## config.mk

```make
export PLATFORM = sky130hd
export DESIGN_NAME = seq_det_frame_ctrl
export DESIGN_NICKNAME = d
export VERILOG_FILES = /design/src/rtl/seq_det_pkg.sv /design/src/rtl/seq_det_core.sv /design/src/rtl/seq_det_frame_ctrl.sv
export SDC_FILE = /design/constraint.sdc
export NUM_CORES = 1
export LEC_CHECK = 0
export BUFFER_PORTS_ARGS = -buffer_cell sky130_fd_sc_hd__buf_2
export CORE_MARGIN = 2
export CORE_UTILIZATION = 47
export CTS_BUF_LIST = sky130_fd_sc_hd__clkbuf_2 sky130_fd_sc_hd__clkbuf_4 sky130_fd_sc_hd__clkbuf_8
export DETAILED_ROUTE_END_ITERATION = 6
export PLACE_DENSITY = 0.7
export SLEW_MARGIN = 0
export SYNTH_ARGS = -nofsm -noshare
export SYNTH_HDL_FRONTEND = slang
export SYNTH_HIERARCHICAL = 1
export SYNTH_SLANG_ARGS = --single-unit
```

## constraint.sdc

```tcl
create_clock -name Clk -period 4.5 [get_ports Clk]
set_input_delay 0.675 -clock Clk [delete_from_list [all_inputs] [get_ports Clk]]
set_output_delay 0.675 -clock Clk [all_outputs]
set_load 0.005 [all_outputs]
```

## src/rtl/seq_det_pkg.sv

```systemverilog
// Shared constants for the frame-level sequence detector: FSM encodings and
// power-on detector configuration.
package seq_det_pkg;

  localparam logic [1:0] ST_IDLE  = 2'b00;
  localparam logic [1:0] ST_SHIFT = 2'b01;
  localparam logic [1:0] ST_WAIT  = 2'b10;
  localparam logic [1:0] ST_DONE  = 2'b11;

  // Alternating base pattern; any PAT_W up to 8 takes its low bits.
  localparam logic [7:0] PAT_BASE        = 8'hAA;
  localparam logic [3:0] PAT_DEFAULT     = 4'b1010;
  localparam logic       OVERLAP_DEFAULT = 1'b1;

endpackage

```

## src/rtl/seq_det_core.sv

```systemverilog
// Bit-serial Mealy pattern matcher: keeps PAT_W-1 bits of history plus a
// count of how many of them are valid, and flags a match in the same cycle.
module seq_det_core #(
  parameter int PAT_W = 4
) (
  input  logic             Clk,
  input  logic             Rst,
  input  logic             clear,
  input  logic             en,
  input  logic             bit_in,
  input  logic [PAT_W-1:0] pattern,
  input  logic             overlap,
  output logic             det
);

  localparam int HW = $clog2(PAT_W);
  localparam logic [HW-1:0] HMAX = HW'(PAT_W - 1);

  logic [PAT_W-2:0] hist_q;
  logic [HW-1:0]    hcnt_q;
  logic [PAT_W-1:0] win;

  assign win = {hist_q, bit_in};
  assign det = en && (hcnt_q == HMAX) && (win == pattern);

  always_ff @(posedge Clk) begin
    if (Rst || clear) begin
      hist_q <= '0;
      hcnt_q <= '0;
    end else if (en) begin
      hist_q <= win[PAT_W-2:0];
      // Non-overlapping mode forgets the bits that formed the match.
      if (det && !overlap) begin
        hcnt_q <= '0;
      end else if (hcnt_q != HMAX) begin
        hcnt_q <= hcnt_q + 1'b1;
      end
    end
  end

endmodule

```

## src/rtl/seq_det_frame_ctrl.sv

```systemverilog
// Frame sequencer: accepts words over valid/ready, shifts them MSB-first into
// the detector core and counts matches per frame.
module seq_det_frame_ctrl
  import seq_det_pkg::*;
#(
  parameter int DATA_W = 8,
  parameter int PAT_W  = 4,
  parameter int CNT_W  = 4
) (
  input  logic              Clk,
  input  logic              Rst,
  input  logic              Cfg_We,
  input  logic [PAT_W-1:0]  Cfg_Pattern,
  input  logic              Cfg_Overlap,
  input  logic              In_Valid,
  output logic              In_Ready,
  input  logic [DATA_W-1:0] In_Data,
  input  logic              In_Last,
  output logic              Bit_Out,
  output logic              Det_Pulse,
  output logic [CNT_W-1:0]  Match_Cnt,
  output logic              Done,
  output logic [1:0]        State
);

  localparam int BW = $clog2(DATA_W);
  localparam logic [BW-1:0] BIT_LAST = BW'(DATA_W - 1);

  logic [1:0]        state_q, state_d;
  logic [DATA_W-1:0] sreg_q;
  logic [BW-1:0]     bcnt_q;
  logic              last_q;
  logic [CNT_W-1:0]  cnt_q;
  logic [PAT_W-1:0]  pat_q;
  logic              ovl_q;
  logic              xfer;
  logic              shifting;
  logic              frame_start;

  assign In_Ready    = (state_q == ST_IDLE) || (state_q == ST_WAIT);
  assign xfer        = In_Valid && In_Ready;
  assign shifting    = (state_q == ST_SHIFT);
  assign frame_start = (state_q == ST_IDLE) && xfer;
  assign Bit_Out     = shifting && sreg_q[DATA_W-1];
  assign Match_Cnt   = cnt_q;
  assign Done        = (state_q == ST_DONE);
  assign State       = state_q;

  seq_det_core #(
    .PAT_W (PAT_W)
  ) u_core (
    .Clk     (Clk),
    .Rst     (Rst),
    .clear   (frame_start),
    .en      (shifting),
    .bit_in  (Bit_Out),
    .pattern (pat_q),
    .overlap (ovl_q),
    .det     (Det_Pulse)
  );

  always_comb begin
    state_d = state_q;
    case (state_q)
      ST_IDLE:  if (xfer) state_d = ST_SHIFT;
      ST_SHIFT: if (bcnt_q == BIT_LAST) state_d = last_q ? ST_DONE : ST_WAIT;
      ST_WAIT:  if (xfer) state_d = ST_SHIFT;
      default:  state_d = ST_IDLE;
    endcase
  end

  always_ff @(posedge Clk) begin
    if (Rst) begin
      state_q <= ST_IDLE;
      sreg_q  <= '0;
      bcnt_q  <= '0;
      last_q  <= 1'b0;
      cnt_q   <= '0;
      pat_q   <= PAT_BASE[PAT_W-1:0];
      ovl_q   <= OVERLAP_DEFAULT;
    end else begin
      state_q <= state_d;
      // Config is only writable between frames so a frame never sees it change.
      if ((state_q == ST_IDLE) && Cfg_We) begin
        pat_q <= Cfg_Pattern;
        ovl_q <= Cfg_Overlap;
      end
      if (xfer) begin
        sreg_q <= In_Data;
        last_q <= In_Last;
        bcnt_q <= '0;
      end else if (shifting) begin
        sreg_q <= sreg_q << 1;
        bcnt_q <= bcnt_q + 1'b1;
      end
      if (frame_start) begin
        cnt_q <= '0;
      end else if (Det_Pulse && (cnt_q != {CNT_W{1'b1}})) begin
        cnt_q <= cnt_q + 1'b1;
      end
    end
  end

endmodule

```

# Word-level counts from Yosys, hierarchy flattened
# Cells that the tools add are included.
# totals
elab_cells	49
regBits	28
# classes
eq_ne	10
muxes	8
reduce_logical	19
n_addsub	3
# op_table
op	count
8-bit two-way mux	2
1-bit logical AND	8
2-bit two-way mux	4
2-bit equality test (second input constant)	3
2-bit OR reduction	3
4-bit by 1-bit adder with 4-bit output (second input constant)	1
4-bit equality test	1
2-bit by 1-bit != test with 1-bit output (second input constant)	2
4-bit != test (second input constant)	1
2-bit one-hot mux with 2 select lines	1
2-bit AND reduction	2
2-bit nonzero test	2
3-bit by 1-bit adder with 3-bit output (second input constant)	1
3-bit equality test (second input constant)	1
2-bit by 1-bit adder with 2-bit output (second input constant)	1
2-bit by 1-bit equality test with 1-bit output (second input constant)	1
2-bit zero test	1
1-bit logical OR	2
2-bit != test (second input constant)	1
1-bit zero test	1
1-bit two-way mux	1

# Longest topological paths before layout
# Gate-level depths: netlist of run 1.
# logic_depth
ltp_word	7
mapped_depth	11

# Modules after synthesis
# Netlist of run 1, hierarchy kept.
# modules_own_cells
module	seq_area_each_um2	cells_per_inst	area_each_um2	n_inst
seq_det_frame_ctrl	460.4	107	1063.5	1
seq_det_core	100.1	31	277.8	1

# Worst setup path before layout of run 1
# No wires, ideal clock.
# synth_path
path_type	reg2reg
startpoint	reg state_q[1] (netlist: State[1])
endpoint	reg cnt_q[0] (netlist: Match_Cnt[0])
required_time_ps	4430
path_buffers	2
path_stages_with_launch	11
arrival_time_ps	2541
setup_slack_ps	1889
setup_time_ps	70
synth_period_minus_slack_ps	2611
cell_sequence	dfxtp_1 nand2b_1 buf_6 inv_6 buf_12 and2_1 a221o_1 nor4_1 inv_1 or3_1 a21oi_1
# synth_between
elab_chain_cells	5
word_cells_on_any_way	12
# synth_rtl
item	line	text
from (decl)	seq_det_frame_ctrl.sv:29	logic [1:0] state_q, state_d;
from (signal assigned)	seq_det_frame_ctrl.sv:82	state_q <= state_d;
2-bit by 1-bit equality test with 1-bit output	seq_det_frame_ctrl.sv:42	assign shifting = (state_q == ST_SHIFT);
net shifting	seq_det_frame_ctrl.sv:37	logic shifting;
1-bit logical AND	seq_det_frame_ctrl.sv:44	assign Bit_Out = shifting && sreg_q[DATA_W-1];
net Bit_Out	seq_det_frame_ctrl.sv:19	output logic Bit_Out,
4-bit equality test	seq_det_core.sv:24	assign det = en && (hcnt_q == HMAX) && (win == pattern);
1-bit logical AND	seq_det_core.sv:24	
net Det_Pulse	seq_det_frame_ctrl.sv:20	output logic Det_Pulse,
1-bit logical AND	seq_det_frame_ctrl.sv:98	end else if (Det_Pulse && (cnt_q != {CNT_W{1'b1}})) begin
to (signal assigned)	seq_det_frame_ctrl.sv:99	cnt_q <= cnt_q + 1'b1;
to (decl)	seq_det_frame_ctrl.sv:33	logic [CNT_W-1:0] cnt_q;
# The timed path passes the listed nets, and every way through them passes these cells.
# A chain may end at the register's enable or synchronous reset.

# Worst setup path in the final report of run 1
# layout_path
startpoint	reg state_q[0] (netlist: State[0])
endpoint	out Det_Pulse
# layout_between
elab_chain_cells	4
word_cells_on_any_way	5
# layout_rtl
item	line
2-bit by 1-bit equality test with 1-bit output *	seq_det_frame_ctrl.sv:42
1-bit logical AND	seq_det_frame_ctrl.sv:44
4-bit equality test	seq_det_core.sv:24
1-bit logical AND *	seq_det_core.sv:24
to (decl)	seq_det_frame_ctrl.sv:20
# Every way passes the cells marked *; elsewhere a longest branch is shown, timed or not.

==> results.json, run 1 <==
{
  "status": "finished clean",
  "clock_latency_ps": 330,
  "timing.slew.headroom": 0.475,
  "tritoncts": "built",
  "numCtsBuffers": 3,
  "diodes": 0,
  "cp-start-kind": "register",
  "yosys_warnings": 6,
  "synth_cell_type_count": 43,
  "die_h_um": 57.4,
  "clock-sinks": 28,
  "row_count": 19,
  "drv_slew": 0,
  "setup_tns_ps": 0,
  "dpl.hpwl_mm": 1.80,
  "synth.yosys.seq_area_share": 0.418,
  "syn2layout_area_growth_pct": 11.8,
  "synth-main-ff-cell": "dfxtp_1",
  "cts-root-buf": "clkbuf_4",
  "wl_per_cell_um": 13.1,
  "hold_violations": 0,
  "hold_class": "reg2reg",
  "async_flop_share": 0,
  "coreArea_sq_mm": 0.00273,
  "setup_viol": 0,
  "fin_crit_sh": 0.799,
  "period_needed_ps": 3590,
  "fp.dieArea_sq_mm": 0.00330,
  "ios": 28,
  "syn-num-nets": 160,
  "start_util": 0.491,
  "cpMostUsedCell": "nand2b_1",
  "grt_pass1_wl_mm": 4.32,
  "critPathKind": "reg2out",
  "worstPathCellList": "nand2b_1 -> inv_6 -> and2_1 -> nand2b_1 -> o2111ai_1 -> nor4_1 -> buf_2",
  "instances_no_fill": 193,
  "dp.cells": 189,
  "post_cts_resized": 0,
  "finalWirelength_mm": 2.52,
  "cp_data_required_time_ps": 3830,
  "finClkSkew_ps": 15.2,
  "drive_above_1_share": 0.265,
  "vias_per_cell": 5.50,
  "cp_slowest_cell": "nor4_1",
  "overflow": 0,
  "holdWs_ps": 489,
  "max_freq_ghz": 0.278,
  "synthesis.area_sq_mm": 0.00134,
  "ir_worst_vdd_mv": 0.307,
  "synth-edff-count": 0,
  "cpPeakStageDelay_ps": 710,
  "cts_hold_buf": 0,
  "cts_max_level": 1,
  "grt_max_degree": 26,
  "first_pass_iters": 4,
  "p_leak_nw": 0.634,
  "grt_antenna_before_repair": 0,
  "syn_inst": 138,
  "grt_pass1_vias": 1005,
  "synth-seq-cells": 28,
  "power_density_mw_per_mm2": 337,
  "end_kind": "output pin",
  "clk_pin_slew_ps": 140,
  "io_buffers": 27,
  "clock_path_buffers": 2,
  "grt_setup_unrepaired": "no",
  "worstMarginPinSlew_ps": 780,
  "final_nets": 185,
  "maxCapViolCount": 0,
  "post-cts-setup-buffer-count": 0,
  "syn_avg_cell_area_sq_um": 9.72,
  "critical_path_buf_inv_count": 2,
  "crit_family": "simple AND/OR/NAND/NOR gates",
  "arrival_ps": 2920,
  "final_antenna_net_count": 0,
  "dr_total_vias": 1062,
  "gp_congestion": 0.757,
  "fp.dieW_um": 57.4,
  "drt_iter0_markers": 35,
  "drc": 0,
  "grt_use_total": 0.165,
  "cp_max_fo": 17
}
registers in the layout, indices dropped and copies added, names as in the netlist:
| register | flops |
|---|---|
| sreg_q | 8 |
| Match_Cnt | 4 |
| pat_q | 4 |
| bcnt_q | 3 |
| u_core/hist_q | 3 |
| State | 2 |
| u_core/hcnt_q | 2 |
| last_q | 1 |
| ovl_q | 1 |
cell usage after synthesis (3+ instances only):
cell	number	area, sq um
nor3_1	12	60.1
nor2b_1	5	31.3
buf_6	3	33.8
o22ai_1	5	31.3
a21oi_1	6	30.0
ha_1	4	50.1
inv_1	5	18.8
nand2_1	9	33.8
dfxtp_1	28	561
a211o_1	3	26.3
nor3_2	5	50.1
nand2b_1	3	18.8
nor2_1	8	30.0
mux2i_1	9	90.1
power breakdown:
group | switching, mW | total [mW] | internal, mW
registers | 0.0101 | 0.271 | 0.261
logic | 0.0376 | 0.0692 | 0.0317
clock network | 0.0748 | 0.165 | 0.0901
routing by layer:
layer  global-route usage  share of wire
met5                    0              0
met4               0.0332         0.0052
met3               0.0431          0.041
met2                0.304           0.52
met1                0.190           0.43
path summary, 6_finish.rpt:
kind | from | endpoint | slack [ps] | depth (start not counted)
setup / recovery | State[0] | Det_Pulse | 910 | 7
hold reg to reg | last_q | last_q | 490 | 2
hold / removal | last_q | last_q | 490 | 2
setup reg to reg | State[0] | Match_Cnt[0] | 1420 | 9
per-stage QoR:
stage / utilization / area [sq um] / power (mW) / setup slack [ps]
after floorplan: - / 1340 / 0.334 / 1890
after global placement: 0.530 / 1450 / 0.344 / 1430
after detailed placement: 0.530 / 1450 / 0.346 / 1300
after CTS: 0.549 / 1500 / 0.510 / 903
after global routing: 0.549 / 1500 / 0.527 / 656
final: 0.549 / 1500 / 0.506 / 906
logic make-up after synthesis:
family	after synthesis	synth area share
buf+inv	14	0.0737
xor+xnor	2	0.0131
fa+ha+maj	4	0.0373
flops	28	0.418
compound gates	25	0.132
mux	9	0.0672
simple gates	56	0.258
cell usage in the layout (no fill, tap or decap), drive strengths merged, types with 2 or more instances in the layout:
cell	Yosys	final
ha	4	4
a211o	3	3
nor2b	5	5
buf	7	27
mux2i	9	9
clkbuf	0	3
dfxtp	28	28
o22ai	5	5
nor4	2	2
nand2b	3	3
a21oi	6	6
nor2	8	8
a311oi	2	2
o21ai	3	3
nor3	18	18
nor3b	2	2
and2	2	2
nand2	9	9
inv	6	6
area by class of cell:
| type | count | area, sq um |
|---|---|---|
| Clock buffer | 3 | 22.5 |
| Inverter | 7 | 31.3 |
| Tap cell | 31 | 38.8 |
| Sequential cell | 28 | 561 |
| Timing Repair Buffer | 27 | 135 |
| Fill cell | 268 | 1230 |
| Clock inverter | 1 | 30.0 |
| Multi-Input combinational cell | 96 | 682 |
worst reg2reg max path, cell delays in order, from the launching register on:
cell and delay [ps]:
dfxtp_1 500, nand2b_1 350, inv_6 290, and2_1 240, nand2b_1 130, o2111ai_1 150, nor4_1 710, inv_1 160
or3_1 370, a21oi_1 140
Note: power is estimated with default switching activity, not from simulation.
==> run 2: changes to the inputs <==
- clock period: 4.5 -> 3.4 ns (I/O delays scaled with it)
==> results.json, run 2 (synthesis gave the netlist of run 1 again) <==
{
  "grt_use_total": 0.166,
  "switchingPower_mw": 0.160,
  "utilization": 0.546,
  "dr_total_vias": 1069,
  "layout_commonest_cell": "dfxtp_1",
  "cts_max_level": 1,
  "fin_crit_sh": 0.898,
  "pwr-share-clk": 0.265,
  "p_leak_nw": 0.633,
  "worstMarginPinSlew_ps": 530,
  "critical_path_buf_inv_count": 3,
  "cts-root-buf": "clkbuf_4",
  "grt_pass1_vias": 1003,
  "period_needed_ps": 3050,
  "combPwrFrac": 0.148,
  "drc": 0,
  "fp.dieArea_sq_mm": 0.00330,
  "grt_antenna_before_repair": 0,
  "drt_iter0_markers": 17,
  "critPathKind": "reg2out",
  "syn2layout_area_growth_pct": 11.2,
  "wl_met3_um": 87,
  "wl_per_cell_um": 13.0,
  "ios": 28,
  "grt_max_degree": 26,
  "hold_class": "in2reg",
  "design_area_sq_mm": 0.00149,
  "cts_hold_buf": 0,
  "status": "finished clean",
  "dpl.hpwl_mm": 1.85,
  "numCtsBuffers": 3,
  "route.met2.wl_mm": 1.28,
  "setup_viol": 0,
  "setup_tns_ps": 0,
  "timing.slew.headroom": 0.647,
  "tritoncts": "built",
  "pwr-share-seq": 0.586,
  "coreArea_sq_mm": 0.00273,
  "finClkSkew_ps": 7.13,
  "fp.dieW_um": 57.4,
  "power_density_mw_per_mm2": 411,
  "hold_violations": 0,
  "final_cell_mix": "dfxtp_1 (28), buf_2 (27), nor3_1 (12)",
  "finalWirelength_mm": 2.52,
  "end_kind": "output pin",
  "largest_reg_flops": 8,
  "p_int_mw": 0.453,
  "top_layer": "met4",
  "io_buffers": 27,
  "maxCapViolCount": 0,
  "post_cts_resized": 0,
  "final_nets": 186,
  "row_count": 19,
  "cp_max_fo": 17,
  "gp_congestion": 0.731,
  "grt_pass1_wl_mm": 4.32,
  "start_util": 0.491,
  "post-cts-setup-buffer-count": 0,
  "vias_per_cell": 5.51,
  "grt_setup_unrepaired": "no",
  "cp_slowest_cell": "dfxtp_1",
  "max_freq_ghz": 0.328,
  "cp-start-kind": "register",
  "clock-sinks": 28,
  "die_h_um": 57.4,
  "clock_latency_ps": 330,
  "cpMostUsedCell": "nand2b_1",
  "first_pass_iters": 4,
  "crit_family": "simple AND/OR/NAND/NOR gates",
  "switching_share": 0.260,
  "power_mw": 0.613,
  "fill_cells": 252,
  "top_register": "sreg_q",
  "dpl-instance-area_sq_mm": 0.00146,
  "diodes": 0,
  "cpPeakStageDelay_ps": 500,
  "final_antenna_net_count": 0,
  "clk_pin_slew_ps": 150,
  "ir_worst_vdd_mv": 0.270,
  "cp_data_required_time_ps": 2890,
  "clock_path_buffers": 2,
  "arrival_ps": 2540,
  "overflow": 0,
  "wl_met1_mm": 1.13,
  "drv_slew": 0,
  "drive_above_1_share": 0.270,
  "worstPathCellList": "nand2b_1 -> inv_6 -> and2_1 -> nand2b_1 -> o2111ai_1 -> nor4_1 -> buf_4 -> buf_2"
}
-- run 2: cell types whose count changed in the layout (fill, tap and decap cells not counted), sizes merged --
cell    before  now
bufinv       1    0
clkbuf       3    4
buf         27   28
-- run 2: layer usage --
layer  vias up  track usage
met2        15        0.299
met4         0       0.0399
met5         -            0
met1       505        0.196
li1        545            -
met3         4       0.0408
-- run 2: worst paths after layout --
check	from	to	slack [ps]	depth (start not counted)
max	State[0]	Det_Pulse	350	8
min reg2reg	u_core/hcnt_q[1]	u_core/hcnt_q[1]	490	2
min	Cfg_Pattern[3]	pat_q[3]	370	2
max reg2reg	State[0]	Match_Cnt[0]	700	10
-- run 2: power by group through the flow --
stage / logic (mW) / clock network [mW] / registers, mW
after CTS: 0.0927 / 0.168 / 0.359
after detailed placement: 0.0922 / 0 / 0.366
after global placement: 0.0894 / 0 / 0.366
final: 0.0910 / 0.163 / 0.359
after global routing: 0.103 / 0.175 / 0.362
after floorplan: 0.0787 / 0 / 0.363
-- run 2: stage by stage --
step / std cells / setup slack [ps] / hold slack, ps
after global routing: 194 / 37.6 / 367
after CTS: 194 / 305 / 364
after floorplan: 138 / 789 / 442
after global placement: 190 / 804 / 448
final: 194 / 348 / 374
after detailed placement: 190 / 709 / 473
-- run 2: final cells by class --
| cell class | instances | area, sq um | area share |
|---|---|---|---|
| clock buffers | 4 | 36.3 | 0.0243 |
| well taps | 31 | 38.8 | 0.0260 |
| inverters | 7 | 31.3 | 0.0210 |
| multi-input cells | 96 | 682 | 0.457 |
| repair buffers | 28 | 143 | 0.0956 |
| flip-flops and latches | 28 | 561 | 0.376 |
